===== src/rtl/game_pkg.sv =====
// Shared gameplay definitions: game-state codes from the top-level game FSM,
// the player life FSM state encoding and the width of the lives counter.
// Also holds the sprite blink helper used while the player is invulnerable.
package game_pkg;

  localparam logic [1:0] GS_START    = 2'b00;
  localparam logic [1:0] GS_PLAY     = 2'b01;
  localparam logic [1:0] GS_GAMEOVER = 2'b10;

  localparam int LIVES_W   = 3;
  // Elapsed-frame counter only needs to cover one blink period (8 frames).
  localparam int ELAPSED_W = 3;

  typedef enum logic [2:0] {
    ST_IDLE   = 3'd0,
    ST_SPAWN  = 3'd1,
    ST_INVULN = 3'd2,
    ST_ALIVE  = 3'd3,
    ST_DYING  = 3'd4,
    ST_DEAD   = 3'd5
  } life_state_e;

  // Sprite is shown for frames 0..3 of every 8-frame period, hidden for 4..7.
  function automatic logic blink_visible(input logic [ELAPSED_W-1:0] elapsed);
    return (elapsed < 3'd4);
  endfunction

endpackage


===== src/rtl/player_life_manager_if.sv =====
// Bundle between the game side (game FSM, frame timing, collision logic,
// renderers) and the player life manager.
//   master: drives gameState/frameTick/hit, observes the player status.
//   slave : the life manager itself.
interface player_life_manager_if;
  import game_pkg::*;

  logic [1:0]         gameState;
  logic               frameTick;
  logic               hit;
  logic               playerDead;
  logic [LIVES_W-1:0] lives;
  logic               dying;
  logic               respawn;
  logic               invulnerable;
  logic               playerVisible;

  modport master (
    output gameState, frameTick, hit,
    input  playerDead, lives, dying, respawn, invulnerable, playerVisible
  );

  modport slave (
    input  gameState, frameTick, hit,
    output playerDead, lives, dying, respawn, invulnerable, playerVisible
  );
endinterface


===== src/rtl/player_life_manager_timer.sv =====
// Loadable frame down-counter shared by the death animation and the
// invulnerability window.
//   Clk, Reset     : clock, synchronous active-high reset
//   load_i         : load count with load_value_i and clear elapsed count
//   load_value_i   : number of frame ticks to count
//   frame_tick_i   : one-cycle pulse per video frame
//   expire_o       : tick arriving while count is 1 (last frame of the window)
//   elapsed_o      : frames counted since the last load (wraps, used for blink)
module frame_timer
  import game_pkg::*;
#(
  parameter int unsigned TIMER_W = 7
) (
  input  logic                 Clk,
  input  logic                 Reset,
  input  logic                 load_i,
  input  logic [TIMER_W-1:0]   load_value_i,
  input  logic                 frame_tick_i,
  output logic                 expire_o,
  output logic [ELAPSED_W-1:0] elapsed_o
);

  logic [TIMER_W-1:0]   count_q,   count_d;
  logic [ELAPSED_W-1:0] elapsed_q, elapsed_d;

  // Next count: load wins over a tick; an idle counter at zero stays put.
  always_comb begin
    count_d   = count_q;
    elapsed_d = elapsed_q;
    if (load_i) begin
      count_d   = load_value_i;
      elapsed_d = {ELAPSED_W{1'b0}};
    end else if (frame_tick_i && (count_q != {TIMER_W{1'b0}})) begin
      count_d   = count_q - {{(TIMER_W-1){1'b0}}, 1'b1};
      elapsed_d = elapsed_q + {{(ELAPSED_W-1){1'b0}}, 1'b1};
    end else begin
      count_d   = count_q;
      elapsed_d = elapsed_q;
    end
  end

  // Counter registers.
  always_ff @(posedge Clk) begin
    if (Reset) begin
      count_q   <= {TIMER_W{1'b0}};
      elapsed_q <= {ELAPSED_W{1'b0}};
    end else begin
      count_q   <= count_d;
      elapsed_q <= elapsed_d;
    end
  end

  assign expire_o  = frame_tick_i && (count_q == {{(TIMER_W-1){1'b0}}, 1'b1});
  assign elapsed_o = elapsed_q;

endmodule


===== src/rtl/player_life_manager.sv =====
// Player life FSM: lives, death animation, respawn and post-spawn
// invulnerability. Outputs are decoded from the registered state only.
//   Clk, Reset : clock, synchronous active-high reset
//   bus        : slave side of player_life_manager_if
//                in : gameState, frameTick, hit
//                out: playerDead, lives, dying, respawn, invulnerable,
//                     playerVisible
module player_life_manager
  import game_pkg::*;
#(
  parameter int unsigned LIVES         = 3,
  parameter int unsigned DEATH_FRAMES  = 60,
  parameter int unsigned INVULN_FRAMES = 120
) (
  input  logic                  Clk,
  input  logic                  Reset,
  player_life_manager_if.slave  bus
);

  localparam int unsigned MAX_FRAMES =
    (DEATH_FRAMES > INVULN_FRAMES) ? DEATH_FRAMES : INVULN_FRAMES;
  localparam int unsigned TIMER_W = $clog2(MAX_FRAMES + 1);

  life_state_e          state_q, state_d;
  logic [LIVES_W-1:0]   lives_q, lives_d;
  logic                 load_s;
  logic [TIMER_W-1:0]   load_value_s;
  logic                 expire_s;
  logic [ELAPSED_W-1:0] elapsed_s;

  frame_timer #(.TIMER_W(TIMER_W)) u_timer (
    .Clk          (Clk),
    .Reset        (Reset),
    .load_i       (load_s),
    .load_value_i (load_value_s),
    .frame_tick_i (bus.frameTick),
    .expire_o     (expire_s),
    .elapsed_o    (elapsed_s)
  );

  // Next-state, lives update and timer load; leaving Play overrides all.
  always_comb begin
    state_d      = state_q;
    lives_d      = lives_q;
    load_s       = 1'b0;
    load_value_s = {TIMER_W{1'b0}};
    if (bus.gameState != GS_PLAY) begin
      // lives is kept so the Game Over screen can still show it
      state_d = ST_IDLE;
    end else begin
      case (state_q)
        ST_IDLE: begin
          state_d = ST_SPAWN;
          lives_d = LIVES_W'(LIVES);
        end
        ST_SPAWN: begin
          state_d      = ST_INVULN;
          load_s       = 1'b1;
          load_value_s = TIMER_W'(INVULN_FRAMES);
        end
        ST_INVULN: begin
          if (expire_s) state_d = ST_ALIVE;
          else          state_d = ST_INVULN;
        end
        ST_ALIVE: begin
          // ALIVE is only reachable with lives >= 1, so no underflow here
          if (bus.hit) begin
            state_d      = ST_DYING;
            lives_d      = lives_q - 3'd1;
            load_s       = 1'b1;
            load_value_s = TIMER_W'(DEATH_FRAMES);
          end else begin
            state_d = ST_ALIVE;
          end
        end
        ST_DYING: begin
          if (expire_s) begin
            if (lives_q == 3'd0) state_d = ST_DEAD;
            else                 state_d = ST_SPAWN;
          end else begin
            state_d = ST_DYING;
          end
        end
        ST_DEAD:  state_d = ST_DEAD;
        default:  state_d = ST_IDLE;
      endcase
    end
  end

  // State and lives registers.
  always_ff @(posedge Clk) begin
    if (Reset) begin
      state_q <= ST_IDLE;
      lives_q <= 3'd0;
    end else begin
      state_q <= state_d;
      lives_q <= lives_d;
    end
  end

  assign bus.playerDead    = (state_q == ST_DEAD);
  assign bus.dying         = (state_q == ST_DYING);
  assign bus.respawn       = (state_q == ST_SPAWN);
  assign bus.invulnerable  = (state_q == ST_SPAWN) || (state_q == ST_INVULN);
  assign bus.playerVisible = (state_q == ST_INVULN) ? blink_visible(elapsed_s)
                           : !((state_q == ST_IDLE) || (state_q == ST_DEAD));
  assign bus.lives         = lives_q;

endmodule


===== src/flat_wrapper.sv =====
// flat-port wrapper written by rule: the top's interface ports become plain ports
module player_life_manager_flat import game_pkg::*;
#(
  parameter int unsigned LIVES         = 3,
  parameter int unsigned DEATH_FRAMES  = 60,
  parameter int unsigned INVULN_FRAMES = 120
)
  (Clk, Reset, bus_gameState, bus_frameTick, bus_hit, bus_playerDead, bus_lives, bus_dying, bus_respawn, bus_invulnerable, bus_playerVisible);
  player_life_manager_if bus_i ();
  input  logic Clk;
  input  logic Reset;
  input wire logic [$bits(bus_i.gameState)-1:0] bus_gameState;
  input wire logic [$bits(bus_i.frameTick)-1:0] bus_frameTick;
  input wire logic [$bits(bus_i.hit)-1:0] bus_hit;
  output wire logic [$bits(bus_i.playerDead)-1:0] bus_playerDead;
  output wire logic [$bits(bus_i.lives)-1:0] bus_lives;
  output wire logic [$bits(bus_i.dying)-1:0] bus_dying;
  output wire logic [$bits(bus_i.respawn)-1:0] bus_respawn;
  output wire logic [$bits(bus_i.invulnerable)-1:0] bus_invulnerable;
  output wire logic [$bits(bus_i.playerVisible)-1:0] bus_playerVisible;
  assign bus_i.gameState = bus_gameState;
  assign bus_i.frameTick = bus_frameTick;
  assign bus_i.hit = bus_hit;
  assign bus_playerDead = bus_i.playerDead;
  assign bus_lives = bus_i.lives;
  assign bus_dying = bus_i.dying;
  assign bus_respawn = bus_i.respawn;
  assign bus_invulnerable = bus_i.invulnerable;
  assign bus_playerVisible = bus_i.playerVisible;
  player_life_manager #(.LIVES(LIVES), .DEATH_FRAMES(DEATH_FRAMES), .INVULN_FRAMES(INVULN_FRAMES)) u_core (.Clk(Clk), .Reset(Reset), .bus(bus_i));
endmodule

===== config.mk =====
export PLATFORM = sky130hd
export DESIGN_NAME = player_life_manager_flat
export DESIGN_NICKNAME = d
export VERILOG_FILES = /design/src/rtl/game_pkg.sv /design/src/rtl/player_life_manager_if.sv /design/src/rtl/player_life_manager_timer.sv /design/src/rtl/player_life_manager.sv /design/src/flat_wrapper.sv
export SDC_FILE = /design/constraint.sdc
export NUM_CORES = 1
export LEC_CHECK = 0
export BUFFER_PORTS_ARGS = -buffer_cell sky130_fd_sc_hd__buf_2
export CAP_MARGIN = 20
export CELL_PAD_IN_SITES_DETAIL_PLACEMENT = 0
export CELL_PAD_IN_SITES_GLOBAL_PLACEMENT = 1
export CORE_MARGIN = 4
export CORE_UTILIZATION = 46
export CTS_BUF_LIST = sky130_fd_sc_hd__clkbuf_4
export CTS_CLUSTER_SIZE = 12
export DETAILED_ROUTE_END_ITERATION = 10
export GPL_TIMING_DRIVEN = 0
export PLACE_DENSITY_LB_ADDON = 0.1
export SYNTH_ARGS = -nofsm -noshare
export SYNTH_HDL_FRONTEND = slang
export SYNTH_SLANG_ARGS = --single-unit

===== constraint.sdc =====
create_clock -name Clk -period 2.25 [get_ports Clk]
set_input_delay 0.1125 -clock Clk [delete_from_list [all_inputs] [get_ports Clk]]
set_output_delay 0.1125 -clock Clk [all_outputs]
set_load 0.05 [all_outputs]

==> flow_metrics.env, run 1 <==
export IMPL_die_h_microns=53.2
export IMPL_synthCells=110
export IMPL_gp_congestion=0.743
export IMPL_rsz0062_at_grt="false"
export IMPL_cts_clk_slew_worst_paths_ns=0.09
export IMPL_antenna_found_initial=0
export IMPL_run_status="finished clean"
export IMPL_portBuffers=12
export IMPL_finish_utilization=0.541
export IMPL_finalCriticalPeriod_ns=1.77
export IMPL_vias=823
export IMPL_max_cap_viol_count=0
export IMPL_cts_root_buf="clkbuf_4"
export IMPL_crit_slowest_cell="dfxtp_1"
export IMPL_fp_row_count=16
export IMPL_die_area_sq_um=2830
export IMPL_critPathLaunchType="flop"
export IMPL_overflow=0
export IMPL_p_total_mw=1.02
export IMPL_required_ns=2.14
export IMPL_post_cts_setup_buffers=0
export IMPL_reg2reg_slack_ns=0.60
export IMPL_path_max_fanout=10
export IMPL_p_leak_nw=0.405
export IMPL_hpwlAfterDp_microns=1470
export IMPL_cts_hold_buf=0
export IMPL_grt_max_degree=11
export IMPL_clock_latency_ns=0.29
export IMPL_finalSetupViolCount=0
export IMPL_antenna_cells=0
export IMPL_fmax_ghz=0.566
export IMPL_wirelength_microns=1960
export IMPL_crit_chain="clkbuf_1 -> nand2b_1 -> nor2_1 -> a21oi_1 -> buf_2"
export IMPL_setup_tns_ns=0
export IMPL_final_max_slew_viol_count=0
export IMPL_synth_nets=121
export IMPL_mostFrequentLayoutCells="dfxtp_1, buf_2, nor2_1, a21oi_1, inv_1"
export IMPL_clockBufferDepth=2
export IMPL_synth_seq_area_share=0.340
export IMPL_final_area_sq_um=1060
export IMPL_rr_startpoint="u_core.u_timer.count_q[0]$_SDFFE_PP0P_"
export IMPL_initial_core_util=0.480
export IMPL_htreeDepth=1
export IMPL_crit_type="flop to output port"
export IMPL_ir_worst_vdd_v=0.000364
export IMPL_nets=138
export IMPL_final_layout_size_suffix_gt1_frac=0.198
export IMPL_hold_violations=0
export IMPL_r2r_end="u_core.u_timer.count_q[3]$_SDFFE_PP0P_"
export IMPL_ys_seq_elements=16
export IMPL_clock_sinks=16
export IMPL_arrival_ns=1.66
export IMPL_track_usage=0.158
export IMPL_yosys_warnings=0
export IMPL_fin_crit_sh=0.786
export IMPL_first_global_vias=749
export IMPL_cts_tree="done"
export IMPL_drtPass1Iterations=2
export IMPL_powerDensity_nw_per_um2=961
export IMPL_end_kind="output port"
export IMPL_coreArea_sq_um=1960
export IMPL_grt_pass1_wl_microns=3240
export IMPL_hold_path_class="input port to flop"
export IMPL_drc=0
export IMPL_slew_headroom=0.685
export IMPL_synth_avg_cell_area_sq_um=8.55
export IMPL_detail_route_antenna_nets=0
export IMPL_area_growth_syn_to_layout_pct=12.8
export IMPL_cpPeakStageDelay_ns=0.36
export IMPL_io_pins=14
export IMPL_worstMarginPinSlew_ns=0.473
export IMPL_worstSetupStartpoint="u_core.state_q[1]$_SDFF_PP0_"
export IMPL_post_drt_wl_per_cell_microns=12.8
export IMPL_endpoint="bus_playerVisible"
export IMPL_hp_start="bus_hit"
export IMPL_die_w_microns=53.2
export IMPL_via_per_inst=5.38
export IMPL_cts_buffers=3
export IMPL_cts_resized=0
export IMPL_r2r_cells=6
export IMPL_netlist_cell_type_count=38
export IMPL_drt_iter0_markers=8
export IMPL_synth_area_sq_um=941
export IMPL_finClkSkew_ns=0.0145
export IMPL_mostFrequentLayoutCell="dfxtp_1"
export IMPL_dpl_cell_area_sq_um=1030
power by group:
group	switching (mW)	internal, mW	leakage, nW
Clock	0.0913	0.0644	0.0154
Sequential	0.0566	0.339	0.131
Combinational	0.253	0.215	0.259
routing by layer:
| metal | track usage | vias to the layer above | wire length [microns] |
|---|---|---|---|
| met5 | 0 | - | 0 |
| met4 | 0.0894 | 0 | 42 |
| met3 | 0.0254 | 4 | 34 |
| met2 | 0.259 | 7 | 934 |
| met1 | 0.192 | 384 | 944 |
| li1 | - | 428 | - |
cell families after synthesis:
group / synth area share
and+or+nand+nor: 0.263
AOI/OAI and AO/OA: 0.217
DFF: 0.340
buffers and inverters: 0.0452
xor gates and xnor gates: 0.0466
adders and majority gates: 0.0665
muxes: 0.0213
worst max-delay path: cells and delay by family, from the launching register on:
kind            cells  cell delay, ns
compound gates      1            0.11
buf+inv             2            0.63
flops               1            0.36
simple gates        2            0.29
flip-flops by register name, summed over array words and instances (netlist names):
name	cells
u_core.u_timer.count_q	7
u_core.bus.lives	3
u_core.u_timer.elapsed_o	3
u_core.state_q	3
synth_stat cells, drive strengths merged:
| library cell | count | share of area |
|---|---|---|
| or3 | 1 | 0.012 |
| nand2 | 6 | 0.024 |
| o211ai | 1 | 0.013 |
| a211oi | 7 | 0.061 |
| a221oi | 1 | 0.016 |
| a31oi | 2 | 0.013 |
| ha | 5 | 0.066 |
| and3 | 1 | 0.0067 |
| xor2 | 2 | 0.019 |
| nor3b | 1 | 0.013 |
| mux2i | 2 | 0.021 |
| a211o | 1 | 0.0093 |
| nor2b | 1 | 0.0067 |
| nand3 | 3 | 0.016 |
| buf | 2 | 0.0093 |
| clkbuf | 2 | 0.0080 |
| and2 | 2 | 0.013 |
| dfxtp | 16 | 0.34 |
| or3b | 1 | 0.012 |
| nor4b | 1 | 0.0093 |
| nor4 | 1 | 0.0067 |
| xnor2 | 3 | 0.028 |
| inv | 7 | 0.028 |
| nor3 | 4 | 0.032 |
| nor2 | 11 | 0.044 |
| o21ai | 4 | 0.021 |
| a21boi | 1 | 0.0080 |
| nand3b | 1 | 0.0080 |
| nand2b | 6 | 0.040 |
| nand4 | 3 | 0.020 |
| o21a | 2 | 0.024 |
| o31ai | 1 | 0.0080 |
| a21oi | 8 | 0.043 |
metrics by stage:
step / setup slack [ns] / hold WS, ns / std cells
after floorplan: 0.309 / 0.320 / 110
after global placement: 0.628 / 0.448 / 149
after detailed placement: 0.601 / 0.463 / 149
after CTS: 0.468 / 0.206 / 153
after global routing: 0.318 / 0.240 / 153
final: 0.482 / 0.220 / 153
worst min path at each step:
stage | end | cells after the start | slack [ns]
floorplan | u_core.u_timer.elapsed_o[2]$_SDFFE_PP0P_ | 3 | 0.32
global placement | u_core.u_timer.elapsed_o[1]$_SDFFE_PP0P_ | 2 | 0.45
detailed placement | u_core.u_timer.elapsed_o[1]$_SDFFE_PP0P_ | 2 | 0.46
CTS | u_core.state_q[1]$_SDFF_PP0_ | 3 | 0.21
global route | u_core.state_q[1]$_SDFF_PP0_ | 3 | 0.24
finish | u_core.state_q[1]$_SDFF_PP0_ | 3 | 0.22
layout make-up:
| cell class | count | area (sq um) |
|---|---|---|
| flip-flops and latches | 16 | 320 |
| clock inverters | 1 | 3.75 |
| multi-input cells | 83 | 578 |
| inverters | 7 | 26.3 |
| plain buffers | 4 | 16.3 |
| well taps | 27 | 33.8 |
| fillers | 209 | 901 |
| repair buffers | 12 | 60.1 |
| clock buffers | 3 | 22.5 |
Note: power is estimated with default switching activity, not from simulation.
==> run 2: changes to the inputs <==
--- a/config.mk
+++ b/config.mk
@@ -10,7 +10,7 @@
 export CELL_PAD_IN_SITES_DETAIL_PLACEMENT = 0
 export CELL_PAD_IN_SITES_GLOBAL_PLACEMENT = 1
 export CORE_MARGIN = 4
-export CORE_UTILIZATION = 46
+export CORE_UTILIZATION = 39
 export CTS_BUF_LIST = sky130_fd_sc_hd__clkbuf_4
 export CTS_CLUSTER_SIZE = 12
 export DETAILED_ROUTE_END_ITERATION = 10
==> constraint.sdc (replaced) <==
create_clock -name Clk -period 1.5 [get_ports Clk]
set_input_delay 0.075 -clock Clk [delete_from_list [all_inputs] [get_ports Clk]]
set_output_delay 0.075 -clock Clk [all_outputs]
set_load 0.05 [all_outputs]
==> run 2 against run 1 <==
  * The run now ends with negative setup slack left
  * Combinational power increased by 96%
  * Critical path depth increased by 1
  * Clock power increased by 54%
  * Flip-flop and latch count unchanged
  * Worst hold slack got worse by 0.049 ns
  * Routed wire length increased by 5.5%
  * Non-clock buffer count increased by 3
  * Sequential power increased by 51%
  * Total power increased by 72%
  * Core utilization decreased by 1.9 points
  * Critical path type is now flop to flop
  * Critical endpoint is now u_core.u_timer.elapsed_o[0]$_SDFFE_PP0P_
  * Largest cell class unchanged
  * Largest power group unchanged
  * Highest routed layer unchanged
==> flow_metrics.env, run 2 (synthesis gave the netlist of run 1 again) <==
export IMPL_area_growth_syn_to_layout_pct=25.0
export IMPL_grt_max_degree=11
export IMPL_die_area_sq_um=3260
export IMPL_fmax_ghz=0.662
export IMPL_mostFrequentLayoutCell="dfxtp_1"
export IMPL_reg2reg_slack_ns=-0.01
export IMPL_antenna_found_initial=0
export IMPL_drt_iter0_markers=15
export IMPL_r2r_cells=6
export IMPL_p_leak_nw=0.445
export IMPL_post_drt_wl_per_cell_microns=13.1
export IMPL_cts_buffers=3
export IMPL_path_max_fanout=6
export IMPL_hold_path_depth=3
export IMPL_antenna_cells=0
export IMPL_r2r_end="u_core.u_timer.elapsed_o[0]$_SDFFE_PP0P_"
export IMPL_clock_latency_ns=0.29
export IMPL_run_status="complete, but fails checks"
export IMPL_portBuffers=12
export IMPL_powerDensity_nw_per_um2=1490
export IMPL_critPathLaunchType="flop"
export IMPL_failed_checks="negative setup slack"
export IMPL_htreeDepth=1
export IMPL_ir_worst_vdd_v=0.000871
export IMPL_hpwlAfterDp_microns=1470
export IMPL_finish_utilization=0.522
export IMPL_coreArea_sq_um=2250
export IMPL_finalWorstSetupSlack_ns=-0.0100
export IMPL_end_kind="flop"
export IMPL_dp_cells=150
export IMPL_clock_sinks=16
export IMPL_first_global_vias=783
export IMPL_worstMarginPinSlew_ns=0.456
export IMPL_nets=141
export IMPL_hp_start="bus_hit"
export IMPL_wirelength_microns=2060
export IMPL_finalSetupViolCount=2
export IMPL_fin_crit_sh=1.01
export IMPL_drc=0
export IMPL_finalCriticalPeriod_ns=1.51
export IMPL_vias=832
export IMPL_hold_violations=0
export IMPL_cts_clk_slew_worst_paths_ns=0.10
export IMPL_hold_path_class="input port to flop"
export IMPL_rr_startpoint="u_core.u_timer.count_q[0]$_SDFFE_PP0P_"
export IMPL_crit_type="flop to flop"
export IMPL_slew_headroom=0.696
export IMPL_fp_row_count=17
export IMPL_required_ns=1.69
export IMPL_track_usage=0.138
export IMPL_io_pins=14
export IMPL_die_w_microns=57.1
export IMPL_final_layout_size_suffix_gt1_frac=0.357
export IMPL_largest_reg_flops=7
export IMPL_stdcell_count=157
export IMPL_via_per_inst=5.30
export IMPL_detail_route_antenna_nets=0
export IMPL_cts_root_buf="clkbuf_4"
export IMPL_overflow=0
export IMPL_arrival_ns=1.70
export IMPL_max_cap_viol_count=0
export IMPL_final_max_slew_viol_count=0
export IMPL_gp_congestion=0.765
export IMPL_min_to="u_core.state_q[1]$_SDFF_PP0_"
export IMPL_regMostFlops="u_core.u_timer.count_q"
export IMPL_clockBufferDepth=2
export IMPL_mostFrequentLayoutCells="dfxtp_1, buf_2, nor2_1"
export IMPL_initial_core_util=0.417
export IMPL_die_h_microns=57.1
export IMPL_drtPass1Iterations=4
export IMPL_grt_pass1_wl_microns=3570
export IMPL_cts_tree="done"
export IMPL_finClkSkew_ns=0.0101
export IMPL_whs_ns=0.170
export IMPL_rsz0062_at_grt="true"
## run 2: cell count changes in the layout (fill, tap and decap cells not counted), moves of 3 or more
cell / previous run / this run
dfxtp_1: 16 / 13
buf_2: 13 / 10
buf_4: 0 / 5
nor2_1: 11 / 8
## run 2: repair_timing
action,in CTS,in global routing
hold buffers,0,0
setup buffers,3,0
pin swaps,5,1
setup endpoints to repair,12,12
cloned,0,0
resized for setup,17,8
hold endpoints to repair,0,0
## run 2: per-stage QoR
| stage | setup TNS, ns | worst slack, ns | area, sq um | power (mW) |
|---|---|---|---|---|
| after floorplan | -0.0236 | -0.0236 | 955 | 1.18 |
| after global placement | -0.653 | -0.138 | 1050 | 1.31 |
| after detailed placement | -0.681 | -0.130 | 1050 | 1.31 |
| after CTS | -0.0224 | -0.0119 | 1150 | 1.73 |
| after global routing | -0.383 | -0.0713 | 1180 | 1.89 |
| final | -0.0163 | -0.0100 | 1180 | 1.76 |
## run 2: cell type report
cell class / count / area [sq um]
Buffer: 4 / 21.3
Clock buffer: 3 / 22.5
Clock inverter: 1 / 3.75
Fill cell: 234 / 1080
Inverter: 7 / 28.8
Multi-Input combinational cell: 83 / 642
Sequential cell: 16 / 327
Tap cell: 28 / 35.0
Timing Repair Buffer: 15 / 96.3
## run 2: how the worst max path moves through the flow
stage | endpoint | slack, ns | cells past startpoint | start
2_1_floorplan | bus_playerVisible | -0.02 | 4 | u_core.state_q[2]$_SDFF_PP0_
3_3_place_gp | u_core.u_timer.count_q[6]$_SDFFE_PP0P_ | -0.14 | 6 | u_core.u_timer.count_q[0]$_SDFFE_PP0P_
3_5_place_dp | u_core.u_timer.count_q[6]$_SDFFE_PP0P_ | -0.13 | 6 | u_core.u_timer.count_q[0]$_SDFFE_PP0P_
4_1_cts | u_core.u_timer.elapsed_o[0]$_SDFFE_PP0P_ | -0.01 | 6 | u_core.u_timer.count_q[0]$_SDFFE_PP0P_
5_1_grt | u_core.u_timer.count_q[6]$_SDFFE_PP0P_ | -0.07 | 6 | u_core.u_timer.count_q[0]$_SDFFE_PP0P_
6_report | u_core.u_timer.elapsed_o[0]$_SDFFE_PP0P_ | -0.01 | 6 | u_core.u_timer.count_q[0]$_SDFFE_PP0P_
## run 2: layer usage
metal  vias to the layer above  routed length [microns]  track usage
met4                         0                       27       0.0596
met1                       378                     1030        0.193
li1                        435                        -            -
met5                         -                        0            0
met2                        15                      944        0.209
met3                         4                       64       0.0249
## run 2: critical path, cell delays in order, from the launching register on
cell     delay (ns)
dfxtp_4        0.37
inv_4          0.06
ha_4           0.13
or3b_4         0.41
o21a_4         0.26
xnor2_2        0.13
nor2_1         0.05
## run 2: report_power, final
group	internal, mW	switching, mW
sequential	0.517	0.0818
clock	0.0967	0.144
combinational	0.441	0.475
